### src/rtl/stopwatch_core.sv
// stopwatch_core: MM:SS BCD stopwatch counting synchronised tick edges, gated by a start/stop/clear/lap FSM.
module stopwatch_core #(
  parameter int SYNC_STAGES = 2
) (
  input  logic       clk,
  input  logic       rst,
  input  logic       tick_in,
  input  logic       start_stop,
  input  logic       clear,
  input  logic       lap,
  output logic [3:0] sec_ones,
  output logic [3:0] sec_tens,
  output logic [3:0] min_ones,
  output logic [3:0] min_tens,
  output logic       running,
  output logic       lap_active,
  output logic       wrap,
  output logic [1:0] state
);
  typedef enum logic [1:0] {IDLE = 2'd0, RUN = 2'd1, LAP = 2'd2, PAUSE = 2'd3} state_t;
  // digit limits, index 0 = seconds ones
  localparam logic [3:0][3:0] LIM = {4'd5, 4'd9, 4'd5, 4'd9};
  state_t state_q, state_d;
  logic [SYNC_STAGES-1:0] sync_q, sync_d;
  logic prev_q, prev_d;
  logic [3:0][3:0] live_q, live_d, lap_q, lap_d, disp;
  logic wrap_q, wrap_d;
  logic tick_pulse, count_en, carry;
  always_comb begin
    sync_d = {sync_q[SYNC_STAGES-2:0], tick_in};
    prev_d = sync_q[SYNC_STAGES-1];
    tick_pulse = sync_q[SYNC_STAGES-1] & ~prev_q;
    count_en = tick_pulse && (state_q == RUN || state_q == LAP);
    state_d = state_q;
    case (state_q)
      IDLE:  state_d = start_stop ? RUN : IDLE;
      RUN:   state_d = start_stop ? PAUSE : lap ? LAP : RUN;
      LAP:   state_d = start_stop ? PAUSE : lap ? RUN : LAP;
      PAUSE: state_d = clear ? IDLE : start_stop ? RUN : PAUSE;
    endcase
    carry = count_en;
    live_d = live_q;
    for (int i = 0; i < 4; i++) begin
      live_d[i] = carry ? (live_q[i] == LIM[i] ? 4'd0 : live_q[i] + 4'd1) : live_q[i];
      carry = carry && live_q[i] == LIM[i];
    end
    wrap_d = carry;
    if (state_q == PAUSE && clear) live_d = '0;
    // lap snapshot takes the pre-increment count
    lap_d = (state_q == RUN && state_d == LAP) ? live_q : lap_q;
  end
  always_ff @(posedge clk) begin
    if (rst) begin
      state_q <= IDLE;
      sync_q <= '0;
      prev_q <= 1'b0;
      live_q <= '0;
      lap_q <= '0;
      wrap_q <= 1'b0;
    end else begin
      state_q <= state_d;
      sync_q <= sync_d;
      prev_q <= prev_d;
      live_q <= live_d;
      lap_q <= lap_d;
      wrap_q <= wrap_d;
    end
  end
  assign disp = state_q == LAP ? lap_q : live_q;
  assign sec_ones = disp[0];
  assign sec_tens = disp[1];
  assign min_ones = disp[2];
  assign min_tens = disp[3];
  assign running = state_q == RUN || state_q == LAP;
  assign lap_active = state_q == LAP;
  assign wrap = wrap_q;
  assign state = state_q;
endmodule

### config.mk
export PLATFORM = sky130hd
export DESIGN_NAME = stopwatch_core
export DESIGN_NICKNAME = d
export VERILOG_FILES = /design/src/rtl/stopwatch_core.sv
export SDC_FILE = /design/constraint.sdc
export NUM_CORES = 1
export LEC_CHECK = 0
export BUFFER_PORTS_ARGS = -buffer_cell sky130_fd_sc_hd__buf_2
export CELL_PAD_IN_SITES_DETAIL_PLACEMENT = 1
export CELL_PAD_IN_SITES_GLOBAL_PLACEMENT = 2
export CORE_ASPECT_RATIO = 2
export CORE_MARGIN = 10
export CORE_UTILIZATION = 35
export CTS_CLUSTER_DIAMETER = 200
export CTS_CLUSTER_SIZE = 28
export DETAILED_ROUTE_END_ITERATION = 12
export PLACE_DENSITY = 0.89
export SYNTH_ARGS = -nofsm -noshare
export SYNTH_HDL_FRONTEND = slang
export SYNTH_SLANG_ARGS = --single-unit
### constraint.sdc
create_clock -name clk -period 2.08 [get_ports clk]
set_input_delay 0.416 -clock clk [delete_from_list [all_inputs] [get_ports clk]]
set_output_delay 0.416 -clock clk [all_outputs]
set_load 0.02 [all_outputs]
==> reports/summary.log, run 1 <==
qor: outcome.run_status finished, final reports clean
qor: logic_synthesis.synth_ff_type sky130_fd_sc_hd__dfxtp_1
qor: global_routing.grt_antenna_before_repair 0
qor: sta.setup_violations 0
qor: detailed_routing.detail_route.vias_per_cell 5.24
qor: global_routing.gr-usage-all-layers 0.104
qor: detailed_routing.routed_wire_length_per_instance 15.5 µm
qor: setup_path.setup.worst_path.class reg -> out
qor: logic_synthesis.postSynthCellCount 196
qor: sta.fin_skew 6.18 ps
qor: die.row_count 37
qor: power.swShare 0.227
qor: final_layout.syn_to_final_growth 18.9%
qor: place.placedInstanceArea 2080 µm²
qor: cts.worst_setup_hold_path_clk_slew 70 ps
qor: place.io_buffer_count 26
qor: setup_path.startpoint_type register
qor: job.max_cap_viol_count 0
qor: detailed_routing.detailroute.wirelength.met2 2430 µm
qor: power.clock_power_share 0.385
qor: logic_synthesis.post_synth_instance_area 1860 µm²
qor: die.floorplan.die.width 71.5 µm
qor: logic_synthesis.ys_seq_elements 38
qor: global_routing.grt_pass1_vias 1624
qor: cts.cts_root_buf sky130_fd_sc_hd__clkbuf_8
qor: final_layout.antenna_cells 0
qor: sta.fin_crit 2010 ps
qor: power.report.power.total 1.34 mW
qor: min_path.holdCritPathClass in -> reg
qor: die.fp.dieH 123 µm
qor: logic_synthesis.number_of_distinct_library_cells_after_synthesis 40
qor: power.p_comb_frac 0.064
qor: detailed_routing.routed_wirelength 4490 µm
qor: place.globalplace.congestion 0.723
qor: logic_synthesis.synth_area_per_cell 9.47 µm²
qor: detailed_routing.met3_routed_length 112 µm
qor: logic_synthesis.post_synth_arst_share 0
qor: logic_synthesis.synth_enable_flop_cells 0
qor: sta.timing.final.max_slew_violations 0
qor: final_layout.finalNetCount 241
qor: setup_path.critPathMaxStageDelay 340 ps
qor: final_layout.post-route-cell-area 2210 µm²
qor: cts.htree_num_levels 2
qor: sta.final_min_period_over_clock_period 0.966
qor: sta.worst-slew-pin-transition 499 ps
qor: cts.cts_num_sinks 38
qor: power.irDropWorstVdd 398 µV
qor: power.total_leakage_power 0.993 nW
qor: cts.cts_hold_buf 0
qor: die.starting_density 0.361
qor: final_layout.layout-drive-gt1-share 0.306
qor: setup_path.worstPathRequired 1660 ps
qor: logic_synthesis.ys_seq_area_frac 0.410
qor: place.dp_hpwl 3270 µm
qor: detailed_routing.first_pass_iters 4
qor: setup_path.crit_path_max_fanout 17
qor: detailed_routing.drc_violations 0
qor: setup_path.timing.critical_path.slowest_stage_cell sky130_fd_sc_hd__dfxtp_2
qor: cts.cts-root-to-sink-buffers 2
qor: final_layout.area.sequential 763 µm²
qor: detailed_routing.drt_iter0_markers 46
qor: cts.cts_tree done
qor: die.ioPinCount 27
qor: min_path.timing.hold.worst_path_depth 2
qor: sta.max_slew_margin_vs_limit 0.667
qor: setup_path.cell_by_cell_trace_of_the_critical_path inv_1 -> ha_2 -> buf_12 -> mux2_2 -> buf_2
qor: detailed_routing.met1Wirelength 1800 µm
qor: setup_path.worstSetupPathDepth 5
qor: power.power.switching 0.304 mW
qor: die.core_region_area 5140 µm²
qor: logic_synthesis.synthesis.yosys.warnings 0
qor: detailed_routing.ant_nets 0
qor: setup_path.rrSetupSlack 140 ps
qor: detailed_routing.topRoutingLayerUsed met4
qor: final_layout.mostFrequentLayoutCell sky130_fd_sc_hd__dfxtp_1
qor: final_layout.multi_input_gate_area 1020 µm²
qor: global_routing.grt_pass1_wl 7560 µm
qor: setup_path.end_kind primary output
qor: power.p_int 1.03 mW
qor: detailed_routing.detailroute.via_count 1521
qor: sta.report.final.hold_viol_count 0
qor: setup_path.worst_ep_arrival_time 1590 ps
qor: sta.clock.fmax 0.498 GHz
qor: cts.worstSkewPairLatency 290 ps
qor: final_layout.layout.cells.most_common_list sky130_fd_sc_hd__dfxtp_1, sky130_fd_sc_hd__buf_2, sky130_fd_sc_hd__nor2_1
qor: power.pwr_density_cell 607 nW/µm²
qor: cts.tritoncts.num_buffers 5
qor: sta.final_hold_slack 345 ps
qor: global_routing.maximum_number_of_pins_on_one_net_before_global_route_repair 25
qor: setup_path.crit_buf_inv 3
qor: setup_path.reg2regPathDepth 8
qor: die.fp.dieArea 8790 µm²
qor: logic_synthesis.postSynthNetCount 206
qor: setup_path.cpLargestDelayFamily buffers and inverters
qor: final_layout.fill_cells 615
qor: power.share_seq_of_total_power 0.552
qor: global_routing.gr-total-overflow 0
## kinds of logic (layout without fill, tap and decap cells)
logic type / Yosys count / in the layout / share of synthesized area
fa+ha+maj: 4 / 4 / 0.0270
xor+xnor: 4 / 4 / 0.0189
flops: 38 / 38 / 0.410
mux: 30 / 30 / 0.171
compound gates: 33 / 33 / 0.103
buf+inv: 16 / 52 / 0.0438
simple gates: 71 / 71 / 0.227
## final timing paths
check,endpoint,start
setup / recovery,min_tens[0],state[0]$_SDFF_PP0_
hold / removal,sync_q[0]$_SDFF_PP0_,tick_in
setup reg to reg,live_q[11]$_SDFFE_PP0N_,state[1]$_SDFF_PP0_
hold reg to reg,sync_q[1]$_SDFF_PP0_,sync_q[0]$_SDFF_PP0_
## synth_stat cells, types with 4 or more instances
library cell	instances	area share
sky130_fd_sc_hd__ha_1	4	0.027
sky130_fd_sc_hd__o21ai_0	11	0.030
sky130_fd_sc_hd__nor2_1	24	0.049
sky130_fd_sc_hd__xor2_1	4	0.019
sky130_fd_sc_hd__mux2_2	13	0.079
sky130_fd_sc_hd__inv_1	7	0.014
sky130_fd_sc_hd__nor2b_1	5	0.017
sky130_fd_sc_hd__mux2i_1	17	0.092
sky130_fd_sc_hd__a21oi_1	12	0.032
sky130_fd_sc_hd__nand2_1	11	0.022
sky130_fd_sc_hd__nor3b_1	4	0.016
sky130_fd_sc_hd__dfxtp_1	38	0.41
## registers in the layout, indices dropped and copies added (netlist names)
signal  flops
lap_q      16
live_q     16
state       2
sync_q      2
prev_q      1
wrap        1
## worst reg2reg max path, stage by stage (launching register included)
cell	delay, ps
sky130_fd_sc_hd__dfxtp_2	350
sky130_fd_sc_hd__inv_1	70
sky130_fd_sc_hd__ha_2	350
sky130_fd_sc_hd__and4b_1	270
sky130_fd_sc_hd__buf_6	140
sky130_fd_sc_hd__nand4_1	190
sky130_fd_sc_hd__buf_4	210
sky130_fd_sc_hd__mux2i_1	140
sky130_fd_sc_hd__a31oi_1	90
## through the flow
stage | utilization | setup WS (ps) | instances | setup TNS (ps)
after floorplan | - | 69.1 | 196 | 0
after global placement | 0.404 | 230 | 280 | 0
after detailed placement | 0.404 | 142 | 280 | 0
after CTS | 0.422 | 9.88 | 288 | 0
after global routing | 0.429 | -25.0 | 290 | -33.3
final | 0.429 | 71.2 | 290 | 0
## power by group through the flow
stage	Clock [mW]	Sequential [mW]	Combinational (mW)
2_1_floorplan	0	0.757	0.0537
3_3_place_gp	0	0.754	0.0836
3_5_place_dp	0	0.755	0.0848
4_1_cts	0.536	0.738	0.0857
5_1_grt	0.558	0.739	0.0954
6_report	0.515	0.738	0.0853
## final cells by class
cell class / instances / area share
Timing Repair Buffer: 37 / 0.104
Inverter: 7 / 0.0119
Multi-Input combinational cell: 142 / 0.464
Clock inverter: 1 / 0.00227
Sequential cell: 38 / 0.346
Tap cell: 58 / 0.0329
Clock buffer: 7 / 0.0391
## repair_timing
item / in CTS / in global routing
setup buffers: 0 / 2
resized for setup: 1 / 5
pin swaps: 0 / 1
endpoints found under the setup margin: 9 / 13
## routing by layer
layer  up-vias  GRT usage
met3         9     0.0144
met5         -          0
met2        25      0.195
met1       731      0.103
met4         0     0.0645
li1        756          -
No activity file was read; power rests on OpenSTA's default activity.
==> run 2: changes to the inputs <==
--- a/config.mk
+++ b/config.mk
@@ -15,6 +15,7 @@
 export CTS_CLUSTER_SIZE = 28
 export DETAILED_ROUTE_END_ITERATION = 12
 export PLACE_DENSITY = 0.89
+export RECOVER_POWER = 25
 export SYNTH_ARGS = -nofsm -noshare
 export SYNTH_HDL_FRONTEND = slang
 export SYNTH_SLANG_ARGS = --single-unit
==> reports/summary.log, run 2 (synthesis results as in run 1) <==
qor: detailed_routing.drc_violations 0 [unchanged]
qor: power.pwr_density_cell 607 nW/µm² [about the same]
qor: place.globalplace.congestion 0.723 [unchanged]
qor: final_layout.reg.largest.list lap_q x16, live_q x16 [unchanged]
qor: final_layout.mostFrequentLayoutCell sky130_fd_sc_hd__dfxtp_1 [unchanged]
qor: setup_path.end_kind primary output [unchanged]
qor: min_path.worst_hold_startpoint tick_in [unchanged]
qor: cts.worst_setup_hold_path_clk_slew 70 ps [about the same]
qor: place.io_buffer_count 26 [unchanged]
qor: place.placedCellCount 280 [unchanged]
qor: final_layout.postLayoutCoreUtil 0.429 [about the same]
qor: die.fp.dieArea 8790 µm² [unchanged]
qor: sta.timing.final.max_slew_violations 0 [unchanged]
qor: cts.cts_tree done [unchanged]
qor: final_layout.layoutNonFillerInstCount 290 [unchanged]
qor: min_path.holdPathEnd sync_q[0]$_SDFF_PP0_ [unchanged]
qor: global_routing.grt_pass1_vias 1624 [unchanged]
qor: sta.report.final.hold_viol_count 0 [unchanged]
qor: place.dp_hpwl 3270 µm [unchanged]
qor: global_routing.maximum_number_of_pins_on_one_net_before_global_route_repair 25 [unchanged]
qor: sta.fin_crit 2010 ps [about the same]
qor: detailed_routing.detail_route.vias_per_cell 5.24 [unchanged]
qor: power.irDropWorstVdd 398 µV [about the same]
qor: sta.totalNegativeSetupSlack 0 ps [unchanged]
qor: cts.cts_hold_buf 0 [unchanged]
qor: job.max_cap_viol_count 0 [unchanged]
qor: place.dp_worst_setup_slack 142 ps [unchanged]
qor: global_routing.gr-usage-all-layers 0.104 [unchanged]
qor: power.share_seq_of_total_power 0.552 [about the same]
qor: power.p_int 1.03 mW [about the same]
qor: die.ioPinCount 27 [unchanged]
qor: setup_path.worst_ep_arrival_time 1590 ps [about the same]
qor: power.total_leakage_power 0.982 nW [was 0.993 nW]
qor: min_path.timing.hold.worst_path_depth 2 [unchanged]
qor: power.report.power.total 1.34 mW [about the same]
qor: setup_path.reg2regPathDepth 8 [unchanged]
qor: cts.cts_num_sinks 38 [unchanged]
qor: setup_path.setup.worst_path.class reg -> out [unchanged]
qor: die.floorplan.die.width 71.5 µm [unchanged]
qor: sta.max_slew_margin_vs_limit 0.204 [was 0.667]
qor: detailed_routing.detailroute.via_count 1521 [unchanged]
qor: setup_path.rrSetupSlack 140 ps [about the same]
qor: cts.worstSkewPairLatency 290 ps [about the same]
qor: setup_path.timing.critical_path.slowest_stage_cell sky130_fd_sc_hd__dfxtp_2 [unchanged]
qor: detailed_routing.first_pass_iters 4 [unchanged]
qor: cts.tritoncts.num_buffers 5 [unchanged]
qor: power.swShare 0.228 [was 0.227]
qor: detailed_routing.routed_wirelength 4490 µm [about the same]
qor: sta.final_min_period_over_clock_period 0.966 [about the same]
qor: final_layout.layout-drive-gt1-share 0.293 [was 0.306]
qor: cts.htree_num_levels 2 [unchanged]
qor: global_routing.grt_antenna_before_repair 0 [unchanged]
qor: sta.fin_skew 6.18 ps [unchanged]
qor: final_layout.multi_input_gate_area 1020 µm² [unchanged]
qor: setup_path.timing.rr.start state[1]$_SDFF_PP0_ [unchanged]
qor: final_layout.area.sequential 763 µm² [unchanged]
qor: detailed_routing.drt_iter0_markers 46 [unchanged]
qor: cts.cts-root-to-sink-buffers 2 [unchanged]
qor: global_routing.grt_pass1_wl 7560 µm [unchanged]
qor: detailed_routing.ant_nets 0 [unchanged]
qor: sta.timing.final.ws_setup 69.9 ps [was 71.2 ps]
qor: sta.setup_violations 0 [unchanged]
qor: setup_path.worstPathRequired 1660 ps [about the same]
qor: final_layout.syn_to_final_growth 18.7% [was 18.9%]
qor: outcome.run_status finished, final reports clean [unchanged]
qor: final_layout.antenna_cells 0 [unchanged]
qor: die.starting_density 0.361 [unchanged]
qor: global_routing.gr-total-overflow 0 [unchanged]
qor: die.row_count 37 [unchanged]
qor: final_layout.layout.cells.most_common_list sky130_fd_sc_hd__dfxtp_1, sky130_fd_sc_hd__nor2_1, sky130_fd_sc_hd__buf_2 [was sky130_fd_sc_hd__dfxtp_1, sky130_fd_sc_hd__buf_2, sky130_fd_sc_hd__nor2_1]
qor: setup_path.cell_by_cell_trace_of_the_critical_path inv_1 -> ha_2 -> buf_12 -> mux2_2 -> buf_2 [unchanged]
qor: final_layout.fill_cells 616 [was 615]
qor: sta.clock.fmax 0.497 GHz [was 0.498 GHz]
qor: sta.final_hold_slack 345 ps [about the same]
qor: min_path.holdCritPathClass in -> reg [unchanged]
qor: cts.cts_root_buf sky130_fd_sc_hd__clkbuf_8 [unchanged]
qor: setup_path.critical_path.reg2reg.endpoint live_q[11]$_SDFFE_PP0N_ [unchanged]
qor: detailed_routing.routed_wire_length_per_instance 15.5 µm [about the same]
qor: final_layout.finalNetCount 241 [unchanged]
qor: power.power.switching 0.304 mW [about the same]
qor: setup_path.crit_path_max_fanout 17 [unchanged]
qor: sta.worst-slew-pin-transition 1190 ps [was 499 ps]
qor: final_layout.post-route-cell-area 2200 µm² [was 2210 µm²]
qor: setup_path.critPathMaxStageDelay 340 ps [about the same]
qor: setup_path.startpoint_type register [unchanged]
qor: power.p_comb_frac 0.063 [was 0.064]
qor: place.placedInstanceArea 2080 µm² [unchanged]
qor: die.fp.dieH 123 µm [unchanged]
qor: power.clock_power_share 0.385 [about the same]
qor: die.core_region_area 5140 µm² [unchanged]
## run 2: power groups by stage
stage	Combinational, mW	Sequential [mW]	Clock (mW)
6_report	0.0847	0.738	0.515
5_1_grt	0.0948	0.739	0.558
4_1_cts	0.0857	0.738	0.536
3_5_place_dp	0.0848	0.755	0
3_3_place_gp	0.0836	0.754	0
2_1_floorplan	0.0537	0.757	0
## run 2: cell type report
type	instances	share of cell area
Clock inverter	1	0.00227
Tap cell	58	0.0330
Timing Repair Buffer	37	0.102
Multi-Input combinational cell	142	0.465
Sequential cell	38	0.347
Clock buffer	7	0.0392
Inverter	7	0.0119
## run 2: timing repair
item,CTS,global route
resized for setup,1,5
endpoints found under the setup margin,9,13
cloned,0,0
buffers inserted,0,2
pin swaps,0,1
## run 2: how the worst max path moves through the flow
stage	from	to	slack, ps	cells after the start
floorplan	state[1]$_SDFF_PP0_	live_q[13]$_SDFFE_PP0P_	70	7
global placement	state[0]$_SDFF_PP0_	live_q[9]$_SDFFE_PP0N_	230	7
detailed placement	state[1]$_SDFF_PP0_	live_q[9]$_SDFFE_PP0N_	140	7
CTS	state[0]$_SDFF_PP0_	min_tens[0]	10	5
global route	state[1]$_SDFF_PP0_	live_q[11]$_SDFFE_PP0N_	-30	8
finish	state[0]$_SDFF_PP0_	min_tens[0]	70	5
## run 2: worst max-delay path: cells and delay by family (launching register included)
| kind | cells | cell delay [ps] |
|---|---|---|
| buffers and inverters | 3 | 410 |
| flip-flops | 1 | 340 |
| multiplexers | 1 | 340 |
| adder cells (fa/ha/maj) | 1 | 220 |
## run 2: metal layers
layer / routed length [µm] / track usage / vias up
li1: - / - / 756
met1: 1800 / 0.103 / 731
met2: 2430 / 0.195 / 25
met3: 112 / 0.0144 / 9
met4: 146 / 0.0645 / 0
met5: 0 / 0 / -
